**config.mk**
```make
export PLATFORM = sky130hd
export DESIGN_NAME = present_cipher_core
export DESIGN_NICKNAME = d
export VERILOG_FILES = /design/src/rtl/present_pkg.sv /design/src/rtl/present_key_sched.sv /design/src/rtl/present_cipher_core.sv
export SDC_FILE = /design/constraint.sdc
export NUM_CORES = 1
export LEC_CHECK = 0
export CAP_MARGIN = 30
export CORE_MARGIN = 1
export CORE_UTILIZATION = 54
export DETAILED_ROUTE_END_ITERATION = 10
export PLACE_DENSITY = 0.81
export SYNTH_ARGS = -nofsm -noshare
export SYNTH_HDL_FRONTEND = slang
export SYNTH_SLANG_ARGS = --single-unit
```
**constraint.sdc**
```tcl
create_clock -name clk -period 2.9 [get_ports clk]
set_clock_uncertainty 0.15 [all_clocks]
set_input_delay 0.58 -clock clk [delete_from_list [all_inputs] [get_ports clk]]
set_output_delay 0.58 -clock clk [all_outputs]
set_load 0.03 [all_outputs]
```
**src/rtl/present_pkg.sv**
```systemverilog
// Shared PRESENT definitions: S-box and bit-permutation layers, FSM state encoding, key width constants.
// Inverse layers are only referenced when DECRYPT_EN is defined.
package present_pkg;

    localparam int KEY_W_80  = 80;
    localparam int KEY_W_128 = 128;
    localparam int BLOCK_W   = 64;
    localparam int RC_W      = 5;
    localparam int CTR_W     = RC_W + 1;
    localparam int STATE_W   = 3;

    typedef enum logic [STATE_W-1:0] {
        ST_IDLE = 3'd0,
        ST_ENC  = 3'd1,
        ST_KEYF = 3'd2,
        ST_DEC  = 3'd3,
        ST_DONE = 3'd4
    } state_t;

    function automatic logic key_w_legal(input int w);
        return (w == KEY_W_80) || (w == KEY_W_128);
    endfunction

    function automatic logic [3:0] sbox(input logic [3:0] x);
        logic [3:0] y;
        y = 4'h0;
        case (x)
            4'h0: y = 4'hC;
            4'h1: y = 4'h5;
            4'h2: y = 4'h6;
            4'h3: y = 4'hB;
            4'h4: y = 4'h9;
            4'h5: y = 4'h0;
            4'h6: y = 4'hA;
            4'h7: y = 4'hD;
            4'h8: y = 4'h3;
            4'h9: y = 4'hE;
            4'hA: y = 4'hF;
            4'hB: y = 4'h8;
            4'hC: y = 4'h4;
            4'hD: y = 4'h7;
            4'hE: y = 4'h1;
            4'hF: y = 4'h2;
            default: y = 4'h0;
        endcase
        return y;
    endfunction

    function automatic logic [3:0] inv_sbox(input logic [3:0] x);
        logic [3:0] y;
        y = 4'h0;
        case (x)
            4'h0: y = 4'h5;
            4'h1: y = 4'hE;
            4'h2: y = 4'hF;
            4'h3: y = 4'h8;
            4'h4: y = 4'hC;
            4'h5: y = 4'h1;
            4'h6: y = 4'h2;
            4'h7: y = 4'hD;
            4'h8: y = 4'hB;
            4'h9: y = 4'h4;
            4'hA: y = 4'h6;
            4'hB: y = 4'h3;
            4'hC: y = 4'h0;
            4'hD: y = 4'h7;
            4'hE: y = 4'h9;
            4'hF: y = 4'hA;
            default: y = 4'h0;
        endcase
        return y;
    endfunction

    function automatic logic [BLOCK_W-1:0] s_layer(input logic [BLOCK_W-1:0] x);
        logic [BLOCK_W-1:0] y;
        y = '0;
        for (int n = 0; n < 16; n++) begin
            y[4*n +: 4] = sbox(x[4*n +: 4]);
        end
        return y;
    endfunction

    function automatic logic [BLOCK_W-1:0] inv_s_layer(input logic [BLOCK_W-1:0] x);
        logic [BLOCK_W-1:0] y;
        y = '0;
        for (int n = 0; n < 16; n++) begin
            y[4*n +: 4] = inv_sbox(x[4*n +: 4]);
        end
        return y;
    endfunction

    // Bit i moves to 16*i mod 63; bit 63 stays in place.
    function automatic logic [BLOCK_W-1:0] p_layer(input logic [BLOCK_W-1:0] x);
        logic [BLOCK_W-1:0] y;
        y = '0;
        for (int i = 0; i < 63; i++) begin
            y[(i * 16) % 63] = x[i];
        end
        y[63] = x[63];
        return y;
    endfunction

    function automatic logic [BLOCK_W-1:0] inv_p_layer(input logic [BLOCK_W-1:0] x);
        logic [BLOCK_W-1:0] y;
        y = '0;
        for (int i = 0; i < 63; i++) begin
            y[i] = x[(i * 16) % 63];
        end
        y[63] = x[63];
        return y;
    endfunction

endpackage

```
**src/rtl/present_key_sched.sv**
```systemverilog
// Combinational PRESENT key schedule step for 80- or 128-bit keys.
// With DECRYPT_EN defined a dir_i port selects the inverse step (undo round-constant xor, inverse S-box, rotate right 61).
module present_key_sched
    import present_pkg::*;
#(
    parameter int KEY_W = 80
) (
`ifdef DECRYPT_EN
    input  logic             dir_i,
`endif
    input  logic [KEY_W-1:0] key_i,
    input  logic [RC_W-1:0]  round_i,
    output logic [KEY_W-1:0] key_o
);

    localparam int RC_LO = (KEY_W == KEY_W_128) ? 62 : 15;

    logic [KEY_W-1:0] fwd_rot;
    logic [KEY_W-1:0] fwd_key;

    always_comb begin
        fwd_rot = {key_i[KEY_W-62:0], key_i[KEY_W-1:KEY_W-61]};
        fwd_key = fwd_rot;
        fwd_key[KEY_W-1 -: 4] = sbox(fwd_rot[KEY_W-1 -: 4]);
        if (KEY_W == KEY_W_128) begin
            fwd_key[KEY_W-5 -: 4] = sbox(fwd_rot[KEY_W-5 -: 4]);
        end
        fwd_key[RC_LO +: RC_W] = fwd_rot[RC_LO +: RC_W] ^ round_i;
    end

`ifdef DECRYPT_EN
    logic [KEY_W-1:0] inv_pre;
    logic [KEY_W-1:0] inv_key;

    // The constant field and the S-boxed nibbles never overlap, so undoing them in either order is exact.
    always_comb begin
        inv_pre = key_i;
        inv_pre[RC_LO +: RC_W] = key_i[RC_LO +: RC_W] ^ round_i;
        inv_pre[KEY_W-1 -: 4] = inv_sbox(key_i[KEY_W-1 -: 4]);
        if (KEY_W == KEY_W_128) begin
            inv_pre[KEY_W-5 -: 4] = inv_sbox(key_i[KEY_W-5 -: 4]);
        end
        inv_key = {inv_pre[60:0], inv_pre[KEY_W-1:61]};
    end

    assign key_o = dir_i ? inv_key : fwd_key;
`else
    assign key_o = fwd_key;
`endif

endmodule

```
**src/rtl/present_cipher_core.sv**
```systemverilog
// Iterative PRESENT cipher, one round per clock, four-phase req/ack host handshake.
// Define DECRYPT_EN to build the decrypt path (KEYF/DEC states); otherwise mode is ignored.
//
//   state | meaning
//   IDLE  | waiting for req; captures M, K, mode
//   ENC   | encryption rounds, then final key whitening
//   KEYF  | forward key schedule up to K_(ROUNDS+1)
//   DEC   | inverse rounds with reversed key schedule
//   DONE  | result on C, ack high until req falls
module present_cipher_core
    import present_pkg::*;
#(
    parameter int KEY_W  = 80,
    parameter int ROUNDS = 31
) (
    input  logic               clk,
    input  logic               rst_n,
    input  logic               req,
    output logic               ack,
    input  logic               mode,
    input  logic [KEY_W-1:0]   K,
    input  logic [BLOCK_W-1:0] M,
    output logic [BLOCK_W-1:0] C,
    output logic               busy
);

    if (!key_w_legal(KEY_W)) begin : g_key_w_check
        $error("present_cipher_core: KEY_W must be 80 or 128");
    end

    localparam logic [CTR_W-1:0] CTR_ONE   = CTR_W'(1);
    localparam logic [CTR_W-1:0] CTR_LAST  = CTR_W'(ROUNDS);
    localparam logic [CTR_W-1:0] CTR_WHITE = CTR_W'(ROUNDS + 1);

    state_t               state_q;
    logic [CTR_W-1:0]     ctr_q;
    logic [BLOCK_W-1:0]   s_q;
    logic [KEY_W-1:0]     k_q;
    logic [BLOCK_W-1:0]   c_q;
    logic                 ack_q;
    logic                 busy_q;

    logic [KEY_W-1:0]     k_d;
    logic [BLOCK_W-1:0]   k_top;
    logic [BLOCK_W-1:0]   k_d_top;
    logic [BLOCK_W-1:0]   enc_d;

    assign k_top   = k_q[KEY_W-1 -: BLOCK_W];
    assign k_d_top = k_d[KEY_W-1 -: BLOCK_W];
    assign enc_d   = p_layer(s_layer(s_q ^ k_top));

    present_key_sched #(
        .KEY_W (KEY_W)
    ) u_key_sched (
`ifdef DECRYPT_EN
        .dir_i   (state_q == ST_DEC),
`endif
        .key_i   (k_q),
        .round_i (ctr_q[RC_W-1:0]),
        .key_o   (k_d)
    );

`ifdef DECRYPT_EN
    logic [BLOCK_W-1:0] dec_d;
    assign dec_d = inv_s_layer(inv_p_layer(s_q)) ^ k_d_top;
`else
    logic unused_mode;
    assign unused_mode = mode;
`endif

    always_ff @(posedge clk or negedge rst_n) begin
        if (!rst_n) begin
            state_q <= ST_IDLE;
            ctr_q   <= '0;
            s_q     <= '0;
            k_q     <= '0;
            c_q     <= '0;
            ack_q   <= 1'b0;
            busy_q  <= 1'b0;
        end else begin
            case (state_q)
                ST_IDLE: begin
                    if (req) begin
                        s_q    <= M;
                        k_q    <= K;
                        ctr_q  <= CTR_ONE;
                        busy_q <= 1'b1;
`ifdef DECRYPT_EN
                        state_q <= mode ? ST_KEYF : ST_ENC;
`else
                        state_q <= ST_ENC;
`endif
                    end
                end

                ST_ENC: begin
                    if (!req) begin
                        state_q <= ST_IDLE;
                        busy_q  <= 1'b0;
                    end else if (ctr_q == CTR_WHITE) begin
                        c_q     <= s_q ^ k_top;
                        ack_q   <= 1'b1;
                        busy_q  <= 1'b0;
                        state_q <= ST_DONE;
                    end else begin
                        s_q   <= enc_d;
                        k_q   <= k_d;
                        ctr_q <= ctr_q + CTR_ONE;
                    end
                end

`ifdef DECRYPT_EN
                ST_KEYF: begin
                    if (!req) begin
                        state_q <= ST_IDLE;
                        busy_q  <= 1'b0;
                    end else begin
                        k_q <= k_d;
                        if (ctr_q == CTR_LAST) begin
                            // s_q still holds the captured ciphertext
                            s_q     <= s_q ^ k_d_top;
                            ctr_q   <= CTR_LAST;
                            state_q <= ST_DEC;
                        end else begin
                            ctr_q <= ctr_q + CTR_ONE;
                        end
                    end
                end

                ST_DEC: begin
                    if (!req) begin
                        state_q <= ST_IDLE;
                        busy_q  <= 1'b0;
                    end else if (ctr_q == '0) begin
                        c_q     <= s_q;
                        ack_q   <= 1'b1;
                        busy_q  <= 1'b0;
                        state_q <= ST_DONE;
                    end else begin
                        s_q   <= dec_d;
                        k_q   <= k_d;
                        ctr_q <= ctr_q - CTR_ONE;
                    end
                end
`endif

                ST_DONE: begin
                    if (!req) begin
                        ack_q   <= 1'b0;
                        state_q <= ST_IDLE;
                    end
                end

                default: begin
                    state_q <= ST_IDLE;
                    ack_q   <= 1'b0;
                    busy_q  <= 1'b0;
                end
            endcase
        end
    end

    assign ack  = ack_q;
    assign C    = c_q;
    assign busy = busy_q;

endmodule

```
==> flow_summary_export.csv <==
group,metric,value,unit
grt,grt_max_degree,86,
sta,worstMarginPinSlew,814,ps
route,via_count,10644,
layout,fin_area,0.0160,mm2
power_and_ir_drop,p_leak,7.10,nW
layout,area_delta_synth_final,25.6,%
yosys,syn_area,0.0128,mm2
route,first_iter_violations,1063,
placed_design,dp_hpwl,27.7,mm
clock_network,tritoncts,"done",
critical_path,required,3160,ps
critical_path,end_kind,"flop",
clock_network,clock_latency,520,ps
clock_network,cts_root_buf,"clkbuf_16",
critical_path,critPathMaxFanout,5,
yosys,yosysWarnings,0,
clock_network,clkTransAtPathRegs,60,ps
sta,setup_tns,0,ps
floorplan,num_io_pins,214,
sta,rsz0062_at_grt,"false",
route,drt-vias-per-instance,5.83,
power_and_ir_drop,irDropWorstVdd,363,uV
layout,nets,1732,
critical_path,arrival,2750,ps
flow_run,drv_cap,0,
yosys,synth-edff-count,0,
sta,slew_viol_final,0,
critical_path,crit_path_end,"s_q[40]",
grt,grt_pass1_wl,57.4,mm
yosys,syn-instance-count,1308,
layout,drive_gt1_share,8.72,%
power_and_ir_drop,p_per_area,810,mW/mm2
status,status,"finished clean",
yosys,yosysUniqueCellTypes,45,
route,wire_per_inst,20.5,um
yosys,syn_avg_cell_area,9.76,um2
grt,antenna_found_initial,0,
yosys,ys_seq_area_share,42.8,%
route,dr.pass1.iters,6,
hold_path,hold_class,"reg2reg",
critical_path,rrSetupSlack,410,ps
floorplan,coreArea,0.0229,mm2
grt,grt_overflow_total,0,
route,drt-total-wl,37.5,mm
grt,grt_usage,31.3,%
yosys,ys_async_sr_fraction,100,%
clock_network,cts_buffers,24,
critical_path,critPathLaunch,"k_q[48]",
yosys,ys_ff_latch,218,
sta,max_freq,402,MHz
critical_path,rr_endpoint,"s_q[40]",
critical_path,reg2reg_depth,5,
clock_network,clock-sinks,218,
placed_design,port_buffers,212,
sta,hold_viol_final,0,
grt,grt_pass1_vias,10317,
floorplan,die_h,156,um
critical_path,start_kind,"flop",
floorplan,die_area,0.0242,mm2
placed_design,gp_congestion,0.908,
sta,min_period,2490,ps
clock_network,cts_repair_resize_count,0,
route,drc,0,
layout,diodes,0,
critical_path,critPathKind,"reg2reg",
floorplan,rows,55,
clock_network,clk_path_buf_depth,3,
clock_network,cts_htree_levels,1,
yosys,syn_nets,1543,
sta,setup_violations,0,
critical_path,r2r_start,"k_q[48]",
sta,slew_headroom,45.5,%
yosys,ys.flop_type,"dfrtp_1",
floorplan,start_util,55.7,%
placed_design,place_area,0.0152,mm2
clock_network,post_cts_buffers,0,
floorplan,die_width,156,um
sta,period_share,85.7,%
route,detail-route-antenna-nets,0,
cell families (layout without fill, tap and decap cells):
family | Yosys count | after routing | synth area share [%]
AND/OR/NAND/NOR | 393 | 393 | 13.1
AO/OA/AOI/OAI | 297 | 297 | 13.7
XOR/XNOR | 90 | 90 | 7.53
buffers and inverters | 146 | 351 | 4.89
adder cells (fa/ha/maj) | 87 | 87 | 8.53
multiplexers | 77 | 77 | 9.48
flip-flops | 218 | 218 | 42.8
how the worst min path moves through the flow:
stage	slack, ps	start	end	depth (start not counted)
after floorplan	130	rst_n	C[0]	0
after global placement	310	C[20]	C[20]	2
after detailed placement	320	C[49]	C[49]	2
after CTS	330	C[49]	C[49]	2
after global routing	350	C[22]	C[22]	2
final	330	C[45]	C[45]	2
through the flow:
step	instances	worst slack (ps)	hold slack [ps]	utilization, %	power (W)
after floorplan	1308	839	134	-	0.00807
after global placement	1783	268	310	66.5	0.00955
after detailed placement	1783	250	320	66.5	0.00980
after CTS	1826	485	333	69.9	0.0129
after global routing	1826	308	350	69.9	0.0137
final	1826	413	329	69.9	0.0130
metal layers:
layer / share of wire, % / GRT usage (%) / up-vias
li1: - / - / 4850
met1: 40 / 42.6 / 5144
met2: 45 / 48.6 / 548
met3: 9.5 / 5.83 / 102
met4: 4.9 / 14.9 / 0
met5: 0 / 0 / -
cells in the final DEF, fill, tap and decap left out, types with 10 or more instances in the layout:
master           instances
xor2_2                  13
xor2_1                  28
ha_1                    87
clkbuf_16               25
buf_4                   22
a31oi_1                 72
xnor2_1                 39
inv_1                   65
a211oi_1                12
a22oi_1                 10
mux4_2                  34
nor4bb_1                16
o21ai_0                143
dfrtp_1                218
mux2i_1                 32
xnor2_2                 10
a21oi_1                 26
nand2_1                242
nor2_1                 106
clkdlybuf4s50_1        211
power by group:
group / switching (W) / total (W) / internal [W]
sequential: 0.000603 / 0.00417 / 0.00356
clock: 0.00125 / 0.00307 / 0.00183
combinational: 0.00312 / 0.00574 / 0.00262
registers in the layout (all words and copies together) (netlist names):
name,count
state_q,2
ctr_q,6
k_q,80
busy,1
ack,1
s_q,64
C,64
cells in the mapped netlist, drive strengths merged, types with 16 or more instances:
cell	instances	area (um2)
nand2	242	908
inv	66	248
clkbuf	38	145
a21oi	26	130
buf	42	231
mux2i	32	320
a31oi	72	450
dfrtp	218	5460
xnor2	49	504
ha	87	1090
xor2	41	457
nor2	106	398
mux4	34	766
o21ai	148	752
nor4bb	16	160
critical path: stages, from the launching register on:
cell and delay [ps]:
dfrtp_1 420, xnor2_1 540, inv_1 200, ha_1 350, mux4_2 470, a31o_1 230
area by class of cell:
type | instances | area (um2)
Sequential cell | 218 | 5460
Timing Repair Buffer | 243 | 2460
Clock inverter | 6 | 80.1
Clock buffer | 36 | 697
Fill cell | 1692 | 6890
Inverter | 66 | 250
Multi-Input combinational cell | 944 | 6690
Tap cell | 313 | 392
timing repair:
item	4_1_cts	5_1_grt
hold endpoints to repair	60	0
endpoints found under the setup margin	0	0
hold buffers	1	0
Note: power is estimated with default switching activity, not from simulation.
==> RTL change 1 (config.mk and constraints unchanged) <==
Encoding of `state_t`: now one-hot (5 bits for 5 states).
--- a/src/rtl/present_pkg.sv
+++ b/src/rtl/present_pkg.sv
@@ -9,12 +9,12 @@
     localparam int CTR_W     = RC_W + 1;
     localparam int STATE_W   = 3;
 
-    typedef enum logic [STATE_W-1:0] {
-        ST_IDLE = 3'd0,
-        ST_ENC  = 3'd1,
-        ST_KEYF = 3'd2,
-        ST_DEC  = 3'd3,
-        ST_DONE = 3'd4
+    typedef enum logic [4:0] {
+        ST_IDLE = 5'b00001,
+        ST_ENC  = 5'b00010,
+        ST_KEYF = 5'b00100,
+        ST_DEC  = 5'b01000,
+        ST_DONE = 5'b10000
     } state_t;
 
     function automatic logic key_w_legal(input int w);
Behaviour: same outputs for any inputs over 10 cycles, from zero or initial values and one cycle with rst_n low; not proved beyond that.
==> RTL change 1 against the unedited design <==
  * Global-route usage increased by 1.6 points
  * Area after synthesis is 2.9% lower
  * Cell area down 1.5%
  * Routed wire length up 2.9%
  * Critical path depth grew 2
  * Setup slack lost 0.046 ns
  * Sequential share of layout area up 0.68 points
  * Highest routed layer is now met5
  * Sequential cell count grew 1
  * Largest cell class unchanged
Power is not compared: it rests on default switching activity, and its combinational part moved more than twofold at a synthesized area within 25%.
==> RTL change 1: results (changes against the unedited design) <==
metric,value,unit,change
grt_use_total,0.329,,was 0.313
p_leak,6.87,nW,
yosysMostFrequentCell,dfrtp_1,,was nand2_1
synth_nets,1459,,was 1543
status,"complete, no violations",,unchanged
yosys-top-cells-count,"dfrtp_1, nand2_1, o22ai_1",,"was nand2_1, dfrtp_1, o21ai_0"
grt_max_degree,81,,was 86
min_to,C[21],,was C[45]
drtIter0Drc,1242,,was 1063
gp_congestion,0.939,,was 0.908
n_fill_cell,1586,,was 1692
startpoint,ctr_q[4],,was k_q[48]
drive_gt1_frac,0.0955,,was 0.0872
worst_slew_pin_slew,0.754,ns,was 0.814 ns
slowest_stage,or3_1,,was xnor2_1
reg2reg_depth,7,,was 5
met1Wirelength,14600,um,was 15100 um
crit_fanout,74,,was 5
synthArstFlopShare,1.00,,unchanged
hold_path.class,reg -> reg,,unchanged
ys_seq_area_frac,0.442,,was 0.428
gr-usage-met3,0.0714,,was 0.0583
synth_cell_type_count,48,,was 45
grt_pass1_wl,59800,um,was 57400 um
max_freq,0.395,GHz,was 0.402 GHz
via_per_inst,6.24,,was 5.83
nets,1664,,was 1732
cp-endpoint,k_q[77],,was s_q[40]
dp_hpwl,27700,um,about the same
worstHoldPathCells,2,,unchanged
drt_wl_total,38600,um,was 37500 um
r2r_setup_slack,0.37,ns,was 0.41 ns
critPathArrivalTime,2.79,ns,was 2.75 ns
globalRouteMet2Util,0.511,,was 0.486
cpPeakStageDelay,0.48,ns,was 0.54 ns
antenna_found_initial,1,,was 0
place_ws,0.0506,ns,was 0.250 ns
grt_use_met1,0.439,,was 0.426
crit_family,simple AND/OR/NAND/NOR gates,,was XOR/XNOR gates
first_pass_iters,6,,unchanged
tns,0,ns,unchanged
grt_pass1_vias,10700,,was 10300
met3_length,4220,um,was 3560 um
synthTopCellsByArea,"dfrtp_1, ha_1, mux4_2, o22ai_1, xor2_1",,"was dfrtp_1, ha_1, nand2_1, mux4_2, o21ai_0"
cts_hold_buf,1,,unchanged
pg_clk,0.00317,W,
top_layer,met5,,was met4
wl_met2,17700,um,was 17000 um
min_from,C[21],,was C[45]
RTL change 1: changes by cell type after synthesis, sizes merged, moves of 12 or more:
| cell | before | now |
|---|---|---|
| a21oi | 26 | 41 |
| nor3 | 8 | 74 |
| nand2 | 242 | 99 |
| xor2 | 41 | 53 |
| nor4bb | 16 | 1 |
| o21ai | 148 | 94 |
| o31ai | 3 | 15 |
| nand3 | 5 | 28 |
| o211ai | 4 | 17 |
| a31oi | 72 | 1 |
| o22ai | 0 | 92 |
| nor2 | 106 | 78 |
RTL change 1: kinds of logic (layout without fill, tap and decap cells):
group / after synthesis / in the layout / share of synthesized area
AO/OA/AOI/OAI: 290 / 290 / 0.140
adder cells (fa/ha/maj): 87 / 87 / 0.0879
XOR/XNOR: 94 / 94 / 0.0664
buffers and inverters: 151 / 372 / 0.0508
flip-flops: 219 / 219 / 0.442
AND/OR/NAND/NOR: 296 / 296 / 0.105
multiplexers: 87 / 87 / 0.107
RTL change 1: cell type report:
class                      count  share of cell area
clock buffer                  33              0.0460
clock inverter                 9             0.00602
inverter                      76              0.0182
multi-input combinational    854               0.400
sequential                   219               0.347
tap                          285              0.0226
timing repair buffer         254               0.160
RTL change 1: per-stage QoR:
| step | std cells | hold slack, ns | utilization | instance area (sq um) |
|---|---|---|---|---|
| floorplan | 1224 | 0.134 | - | 12400 |
| global placement | 1681 | 0.318 | 0.661 | 14900 |
| detailed placement | 1681 | 0.327 | 0.661 | 14900 |
| CTS | 1724 | 0.341 | 0.698 | 15700 |
| global route | 1730 | 0.355 | 0.700 | 15800 |
| finish | 1730 | 0.336 | 0.700 | 15800 |
==> RTL change 2 (config.mk and constraints unchanged) <==
Without the edit above. Set the parameter `ROUNDS` to 30 (it was 31).
--- a/src/rtl/present_cipher_core.sv
+++ b/src/rtl/present_cipher_core.sv
@@ -11,7 +11,7 @@
     import present_pkg::*;
 #(
     parameter int KEY_W  = 80,
-    parameter int ROUNDS = 31
+    parameter int ROUNDS = 30
 ) (
     input  logic               clk,
     input  logic               rst_n,
Function: same outputs for any inputs over 10 cycles, from zero or initial values and one cycle with rst_n low; that may be too few to reach the edited logic, so the function may still have changed.
==> RTL change 2 against the unedited design <==
  * Cell area rose by 0.82%
  * Combinational power rose by 3.8%
  * Sequential power fell by 1%
  * Routed wire length rose by 4.0%
  * Die area fell by 1.2%
  * Sequential cell count did not move
  * Setup slack improved by 0.0076 ns
  * Non-clock buffer count rose by 13
  * Total power rose by 2.9%
  * Area after synthesis fell by 1.2%
  * Critical path type unchanged
  * Largest cell class unchanged
  * Largest power group unchanged
  * Highest routed layer is now met5
==> RTL change 2: results (changes against the unedited design) <==
metric,value,unit,change
grt_use_total,0.330,,was 0.313
antenna_found_initial,2,,was 0
yosys-top-cells-count,"dfrtp_1, nand2_1, nor2_1",,"was nand2_1, dfrtp_1, o21ai_0"
grt_pass1_vias,10800,,was 10300
synth_warnings,0,,unchanged
top_register,k_q,,unchanged
synthTopCellsByArea,"dfrtp_1, ha_1, nand2_1, mux4_2, nor2_1",,"was dfrtp_1, ha_1, nand2_1, mux4_2, o21ai_0"
synthArstFlopShare,1.00,,unchanged
cts_buffers,25,,was 24
n_fill_cell,1614,,was 1692
grt_pass1_wl,59900,um,was 57400 um
worst_slew_pin_slew,0.805,ns,was 0.814 ns
ys_seq_area_frac,0.433,,was 0.428
gp_congestion,0.910,,was 0.908
drtIter0Drc,1145,,was 1063
grt_max_degree,72,,was 86
synth_cell_type_count,40,,was 45
drive_gt1_frac,0.0895,,was 0.0872
port-buffer-count,212,,unchanged
stdcell_count,1845,,was 1826
r2r_setup_slack,0.42,ns,
nets,1746,,was 1732
whs,0.347,ns,was 0.329 ns
clk_pin_slew,0.06,ns,about the same
cpPeakStageDelay,0.58,ns,was 0.54 ns
first_pass_iters,8,,was 6
via_per_inst,5.95,,was 5.83
worstHoldPathCells,1,,was 2
clk_path_buf_depth,3,,unchanged
wl_per_cell,21.1,um,was 20.5 um
synth.avg_cell_area,9.63,sq um,was 9.76 sq um
p_leak,7.24,nW,was 7.10 nW
synth_nets,1543,,unchanged
reg2reg_depth,6,,was 5
clk_latency,0.52,ns,about the same
cts_root_buf,clkbuf_16,,unchanged
crit_fanout,5,,unchanged
hold_path.class,reg -> reg,,unchanged
dp_hpwl,29200,um,was 27700 um
slowest_stage,xnor2_1,,unchanged
status,"complete, no violations",,unchanged
largest_reg_flops,80,,unchanged
htree_levels,1,,unchanged
ir_drop,373,uV,was 363 uV
==> RTL change 2: cell families (layout without fill, tap and decap cells) <==
group | Yosys count | count (layout) | synth area share
AND/OR/NAND/NOR | 396 | 396 | 0.133
AO/OA/AOI/OAI | 302 | 302 | 0.139
flip-flops | 218 | 218 | 0.433
buffers and inverters | 136 | 357 | 0.0464
XOR/XNOR | 92 | 92 | 0.0651
adder cells (fa/ha/maj) | 86 | 86 | 0.0853
multiplexers | 79 | 79 | 0.0992
other | 0 | 2 | 0
==> RTL change 2: stage by stage <==
stage / area [sq um] / power, W / utilization / worst slack, ns
final: 16200 / 0.0134 / 0.709 / 0.421
after global routing: 16200 / 0.0140 / 0.709 / 0.287
after CTS: 16200 / 0.0132 / 0.709 / 0.434
after detailed placement: 15300 / 0.00994 / 0.671 / 0.177
after global placement: 15300 / 0.00962 / 0.671 / 0.263
after floorplan: 12600 / 0.00794 / - / 0.822
==> RTL change 2: where the power goes <==
part           switching, W  total, W  internal (W)  leakage [nW]
Sequential         0.000551   0.00412       0.00357          2.71
Clock               0.00126   0.00328       0.00202         0.426
Combinational       0.00337   0.00596       0.00260          4.10
Total               0.00518    0.0134       0.00819          7.24
==> RTL change 2: path summary, 6_finish.rpt <==
check                      endpoint  startpoint
max                         s_q[40]     s_q[32]
min                           C[39]       C[39]
max reg2reg                 s_q[40]     s_q[32]
min reg2reg                   C[39]       C[39]
max in group asynchronous     C[14]       rst_n
min in group asynchronous      C[0]       rst_n
==> RTL change 2: final cells by class <==
| cell class | count | area (sq um) | area share |
|---|---|---|---|
| inverter | 56 | 213 | 0.0132 |
| clock inverter | 8 | 115 | 0.00712 |
| timing repair buffer | 256 | 2650 | 0.164 |
| multi-input combinational | 955 | 6590 | 0.408 |
| tap | 313 | 392 | 0.0242 |
| antenna | 2 | 5.00 | 0.000310 |
| sequential | 218 | 5460 | 0.338 |
| clock buffer | 37 | 741 | 0.0458 |
==> RTL change 2: worst max-delay path, delay by kind of cell, from the launching register on <==
| kind | cells | cell delay, ns |
|---|---|---|
| flops | 1 | 0.42 |
| xor+xnor | 1 | 0.58 |
| fa+ha+maj | 1 | 0.36 |
| mux | 1 | 0.48 |
| simple gates | 2 | 0.15 |
| buf+inv | 1 | 0.21 |
==> RTL change 2: timing repair <==
action | CTS | global route
setup buffers | 0 | 0
endpoints found under the hold margin | 66 | 0
hold buffers | 1 | 0
resized for setup | 0 | 0
==> RTL change 2: layer usage <==
layer | vias up | track usage | share of wire
met5 | - | 0.0393 | 0.0032
li1 | 4907 | - | -
met4 | 4 | 0.150 | 0.045
met1 | 5311 | 0.446 | 0.40
met2 | 650 | 0.498 | 0.45
met3 | 106 | 0.0829 | 0.11
